[src/rtl/shift_left_iter.sv]
// -----------------------------------------------------------------------------
// shift_left_iter
//   Iterative left shifter / rotator. One bit position per clock under a
//   START/DONE handshake. Sits beside the combinational ALU units where a
//   small-area shifter is preferred over a full barrel network.
//
//   Optional feature macro: SHIFT_LEFT_CARRY_EN
//     defined   -> CARRY port present, holds the last bit shifted out
//     undefined -> no CARRY port and no carry logic
//
// Parameters
//   Nbits  operand/result width (>= 2)
//
// Ports
//   CLK    in   rising-edge clock
//   RST    in   asynchronous active-high reset
//   START  in   request, sampled only in IDLE
//   TYPE   in   0 = logical shift left (zero fill), 1 = rotate left
//   A      in   operand (latched with START)
//   B      in   unsigned shift amount (latched with START)
//   OUT    out  result register, holds until the next completion
//   BUSY   out  high whenever the FSM is not idle
//   DONE   out  one-cycle completion strobe
//   CARRY  out  last bit shifted out (SHIFT_LEFT_CARRY_EN only)
// -----------------------------------------------------------------------------
module shift_left_iter #(
    parameter int Nbits = 4
) (
    input  logic             CLK,
    input  logic             RST,
    input  logic             START,
    input  logic             TYPE,
    input  logic [Nbits-1:0] A,
    input  logic [Nbits-1:0] B,
    output logic [Nbits-1:0] OUT,
    output logic             BUSY,
    output logic             DONE
`ifdef SHIFT_LEFT_CARRY_EN
    ,output logic            CARRY
`endif
);

    localparam int               CW   = $clog2(Nbits + 1);
    localparam logic [Nbits-1:0] NB_V = Nbits'(Nbits);
    localparam logic [CW-1:0]    ONE  = CW'(1);

    typedef enum logic [1:0] {
        S_IDLE  = 2'd0,
        S_SHIFT = 2'd1,
        S_DONE  = 2'd2
    } state_t;

    state_t           state;
    state_t           state_nxt;
    logic             busy_nxt;
    logic             done_nxt;

    logic [Nbits-1:0] work;
    logic             typ;
    logic [CW-1:0]    cnt;
    logic [CW-1:0]    n_eff;
    logic [Nbits-1:0] work_shl;

    // Effective shift count: a logical shift saturates at Nbits (everything
    // is gone by then), a rotate only matters modulo the width.
    always_comb begin
        // NOTE: every combinational output gets a default first so no path
        // leaves it unassigned, which would otherwise infer a latch.
        n_eff = '0;
        if (TYPE)
            n_eff = CW'(B % NB_V);
        else if (B >= NB_V)
            n_eff = CW'(NB_V);
        else
            n_eff = CW'(B);
    end

    // One-position step; the fill bit is zero or the MSB wrapping around.
    assign work_shl = {work[Nbits-2:0], (typ ? work[Nbits-1] : 1'b0)};

    // ---------------------------------------------------------------- FSM
    // State register plus the registered BUSY/DONE outputs.
    always_ff @(posedge CLK or posedge RST) begin
        if (RST) begin
            // NOTE: sequential state uses non-blocking assignments so every
            // flop samples pre-edge values regardless of statement order.
            state <= S_IDLE;
            BUSY  <= 1'b0;
            DONE  <= 1'b0;
        end else begin
            state <= state_nxt;
            BUSY  <= busy_nxt;
            DONE  <= done_nxt;
        end
    end

    // Next-state logic.
    always_comb begin
        state_nxt = state;
        case (state)
            S_IDLE:  if (START) state_nxt = (n_eff != '0) ? S_SHIFT : S_DONE;
            S_SHIFT: if (cnt == ONE) state_nxt = S_DONE;
            S_DONE:  state_nxt = S_IDLE;
            default: state_nxt = S_IDLE;
        endcase
    end

    // Output decode from the next state, so BUSY/DONE come straight out of
    // flops aligned with the state they describe.
    always_comb begin
        busy_nxt = (state_nxt != S_IDLE);
        done_nxt = (state_nxt == S_DONE);
    end

    // ----------------------------------------------------------- datapath
    always_ff @(posedge CLK or posedge RST) begin
        if (RST) begin
            work <= '0;
            typ  <= 1'b0;
            cnt  <= '0;
            OUT  <= '0;
        end else begin
            case (state)
                S_IDLE: begin
                    if (START) begin
                        work <= A;
                        typ  <= TYPE;
                        cnt  <= n_eff;
                        // Zero-length operation completes with the operand.
                        if (n_eff == '0)
                            OUT <= A;
                    end
                end
                S_SHIFT: begin
                    work <= work_shl;
                    cnt  <= cnt - ONE;
                    if (cnt == ONE)
                        OUT <= work_shl;
                end
                default: ;
            endcase
        end
    end

`ifdef SHIFT_LEFT_CARRY_EN
    // The bit leaving the MSB on the final step is A[Nbits-n] for a logical
    // shift and, for a rotate, the bit that lands in OUT[0]; both are
    // work[Nbits-1] just before that step.
    always_ff @(posedge CLK or posedge RST) begin
        if (RST) begin
            CARRY <= 1'b0;
        end else begin
            case (state)
                S_IDLE:  if (START && (n_eff == '0)) CARRY <= 1'b0;
                S_SHIFT: if (cnt == ONE) CARRY <= work[Nbits-1];
                default: ;
            endcase
        end
    end
`endif

endmodule
[config.mk]
export PLATFORM = sky130hd
export DESIGN_NAME = shift_left_iter
export DESIGN_NICKNAME = d
export VERILOG_FILES = /design/src/rtl/shift_left_iter.sv
export SDC_FILE = /design/constraint.sdc
export NUM_CORES = 1
export LEC_CHECK = 0
export CELL_PAD_IN_SITES_DETAIL_PLACEMENT = 0
export CELL_PAD_IN_SITES_GLOBAL_PLACEMENT = 2
export CORE_ASPECT_RATIO = 1.5
export CORE_MARGIN = 2
export CORE_UTILIZATION = 33
export CTS_BUF_LIST = sky130_fd_sc_hd__clkbuf_4
export DETAILED_ROUTE_END_ITERATION = 12
export GPL_ROUTABILITY_DRIVEN = 0
export GPL_TIMING_DRIVEN = 0
export PLACE_DENSITY = 0.88
export SYNTH_ARGS = -nofsm -noshare
export SYNTH_HDL_FRONTEND = slang
export SYNTH_SLANG_ARGS = --single-unit
export TNS_END_PERCENT = 30
[constraint.sdc]
create_clock -name CLK -period 1.9 [get_ports CLK]
set_clock_uncertainty 0.2 [all_clocks]
set_input_delay 0.19 -clock CLK [delete_from_list [all_inputs] [get_ports CLK]]
set_output_delay 0.19 -clock CLK [all_outputs]
set_load 0.1 [all_outputs]
==> metrics.cfg <==
[placed_design]
post_dp_cell_area_um2=1025
place.port_buffers=17
post-dp-hpwl_um=1184

[floorplan]
std_cell_rows=22
floorplan.core_area_um2=2422
floorplan.die_area_um2=2923
initial_core_util_pct=34.04
die_w_um=44.82
die_height_um=65.22
design.portCount=18

[drt]
wl_um=1519
detail-route-antenna-nets=0
drc=0
detail_route.first_pass.iterations=2
drt-initial-drc-count=7
wl_per_cell_um=13.09
viasPerCell=4.905
num_vias=569

[logic_synthesis]
synth_top_cell_area_share_pct=48.56
postSynthNetCount=86
synth_seq_cells=16
synthesis.area_per_instance_um2=11.45
synth_enable_flop_cells=0
yosysWarningCount=0
asyncSetResetFlopFracSynth_pct=100.0
synth_top_area_cell=sky130_fd_sc_hd__dfrtp_1
yosys.cell_types.count=29
post_synth_main_area_contributors=sky130_fd_sc_hd__dfrtp_1 49%, sky130_fd_sc_hd__mux2i_1 8.5%, sky130_fd_sc_hd__buf_6 5.5%, sky130_fd_sc_hd__o21ai_0 3.6%, sky130_fd_sc_hd__inv_1 3.2%
post_syn_area_um2=824.5
synth_sequential_area_ratio_pct=48.56
synth_most_common_cell=sky130_fd_sc_hd__dfrtp_1
ys_dominant_reg_cell=sky130_fd_sc_hd__dfrtp_1
syn-instance-count=72
leading_post_synthesis_cells_by_instance_count=16 x sky130_fd_sc_hd__dfrtp_1, 7 x sky130_fd_sc_hd__inv_1, 7 x sky130_fd_sc_hd__mux2i_1

[sta]
timing.final.setup_violations=0
hold_viol_final=0
max-slew-margin-rel_pct=36.86
worstMarginPinSlew_ns=0.9508
min_tclk_post_route_ns=1.859
rsz0062_at_grt=false
fmaxAchievable_mhz=538.1
timing.final.max_slew_violations=0
min_period_over_period_pct=97.82

[worst_setup_path]
timing.critical_path.cells=clkdlybuf4s15_1
cp_num_buf_inv=1
crit_path_start_kind=flip-flop
cp_endpoint_kind=output pin
timing.critical_path.arrival_ns=1.47
timing.critical_path.slowest_cell_delay_ns=0.82
cpLargestDelayFamily=buffers and inverters
worstSetupPathType=reg2out
crit_path_max_delay_cell_type=sky130_fd_sc_hd__clkdlybuf4s15_1
critPathRequiredTime_ns=1.51
cp_max_fo=2

[layout]
post_route_cells_drive_above_1_share_pct=19.57
n_antenna_cell=0
finalNetCount=108
final_core_utilization_pct=42.92
area_growth_syn_to_layout_pct=26.10
layout.cell_area.non_filler_um2=1040

[clock_tree]
cts-buffers-inserted=3
clock-root-buffer=sky130_fd_sc_hd__clkbuf_4
tritoncts_sink_count=16
worst_skew_pair.late_latency_ns=0.28
post-cts-setup-buffer-count=0
htreeDepth=1
tritoncts=yes
clkSlewWorstSetupHoldPaths_ns=0.09
cts-root-to-sink-buffers=2
cts_hold_repair.buffers=0

[flow_run]
cap_violations=0

[global_routing]
grt_pass1_wl_um=2463
via_count_of_the_first_global_routing_pass=553
grt_max_degree=17
grt_antenna_before_repair=0
grt_overall_usage_pct=11.92
overflow=0

[outcome]
run_status=completed

[hold_path]
hold_path.class=in2async

[placed cells by master, fill, tap and decap left out]
master and instances:
sky130_fd_sc_hd__a21oi_1 3, sky130_fd_sc_hd__a21oi_2 1, sky130_fd_sc_hd__a311oi_1 1, sky130_fd_sc_hd__a31oi_1 1
sky130_fd_sc_hd__and2b_2 1, sky130_fd_sc_hd__and3_1 1, sky130_fd_sc_hd__buf_6 4, sky130_fd_sc_hd__clkbuf_2 1
sky130_fd_sc_hd__clkbuf_4 3, sky130_fd_sc_hd__clkdlybuf4s15_1 3, sky130_fd_sc_hd__clkdlybuf4s50_1 11, sky130_fd_sc_hd__dfrtp_1 16
sky130_fd_sc_hd__dlygate4sd2_1 2, sky130_fd_sc_hd__ha_1 2, sky130_fd_sc_hd__inv_1 7, sky130_fd_sc_hd__inv_2 1
sky130_fd_sc_hd__mux2_2 1, sky130_fd_sc_hd__mux2i_1 7, sky130_fd_sc_hd__nand2_1 6, sky130_fd_sc_hd__nand2b_1 1
sky130_fd_sc_hd__nand2b_4 1, sky130_fd_sc_hd__nand3b_1 1, sky130_fd_sc_hd__nand4_1 1, sky130_fd_sc_hd__nor2_1 1
sky130_fd_sc_hd__nor2_2 1, sky130_fd_sc_hd__nor3b_2 1, sky130_fd_sc_hd__nor3b_4 1, sky130_fd_sc_hd__o21ai_0 6
sky130_fd_sc_hd__o21bai_4 1, sky130_fd_sc_hd__o221ai_1 1, sky130_fd_sc_hd__o22a_1 1, sky130_fd_sc_hd__o22a_2 1
sky130_fd_sc_hd__or2_1 1, sky130_fd_sc_hd__or3b_1 1
[cells by family (layout without fill, tap and decap cells)]
logic type / Yosys count / count (layout) / synth area share (%)
compound gates: 16 / 16 / 13.96
simple gates: 18 / 18 / 15.48
fa+ha+maj: 2 / 2 / 3.034
flops: 16 / 16 / 48.56
buf+inv: 12 / 32 / 9.104
mux: 8 / 8 / 9.864
[routing by layer]
metal / routed length, um / part of all wire (%) / vias up / track usage, %
met5: 0 / 0 / - / 0
met4: 46 / 3.0 / 0 / 7.721
met3: 43 / 2.8 / 5 / 2.473
met2: 772 / 51 / 13 / 19.20
met1: 658 / 43 / 261 / 13.86
li1: - / - / 290 / -
[path summary, 6_finish.rpt]
check	start	to	cells past startpoint	slack [ns]
worst max-delay path	OUT[1]	OUT[1]	1	0.04
worst min-delay path	RST	DONE	2	0.07
worst max register to register	state[0]	OUT[3]	5	0.27
worst min register to register	work[3]	work[3]	2	0.29
max in group asynchronous	RST	work[2]	2	1.03
min in group CLK	work[3]	work[3]	2	0.29
[state kept, by name (all words and copies together) (netlist names)]
register and cells:
BUSY 1, DONE 1, OUT 4, cnt 3, state 2, typ 1, work 4
[layout make-up]
cell class              instances  area (um2)
inverters                       8       30.03
clock buffers                   3       22.52
multi-input cells              44       349.1
repair buffers                 17       162.7
well taps                      24       30.03
fillers                       251        1383
flip-flops and latches         16       400.4
plain buffers                   4       45.04
[metrics by stage]
stage	cells	hold WS (ns)	setup WS (ns)	setup TNS, ns
final	116	0.07292	0.04148	0
after global routing	116	0.1137	0.008405	0
after CTS	116	0.1012	0.005250	0
after detailed placement	113	0.2721	-0.01320	-0.03063
after global placement	113	0.2641	-0.006866	-0.01117
after floorplan	72	-0.09626	0.4244	0
[repair_timing]
item | in CTS | in global routing
resized for setup | 7 | 4
setup endpoints to repair | 6 | 4
pin swaps | 0 | 0
hold endpoints to repair | 0 | 0
Power is left out: the tool's default activity adds up to more than one toggle a clock period on the data nets, which glitch-free logic cannot reach.
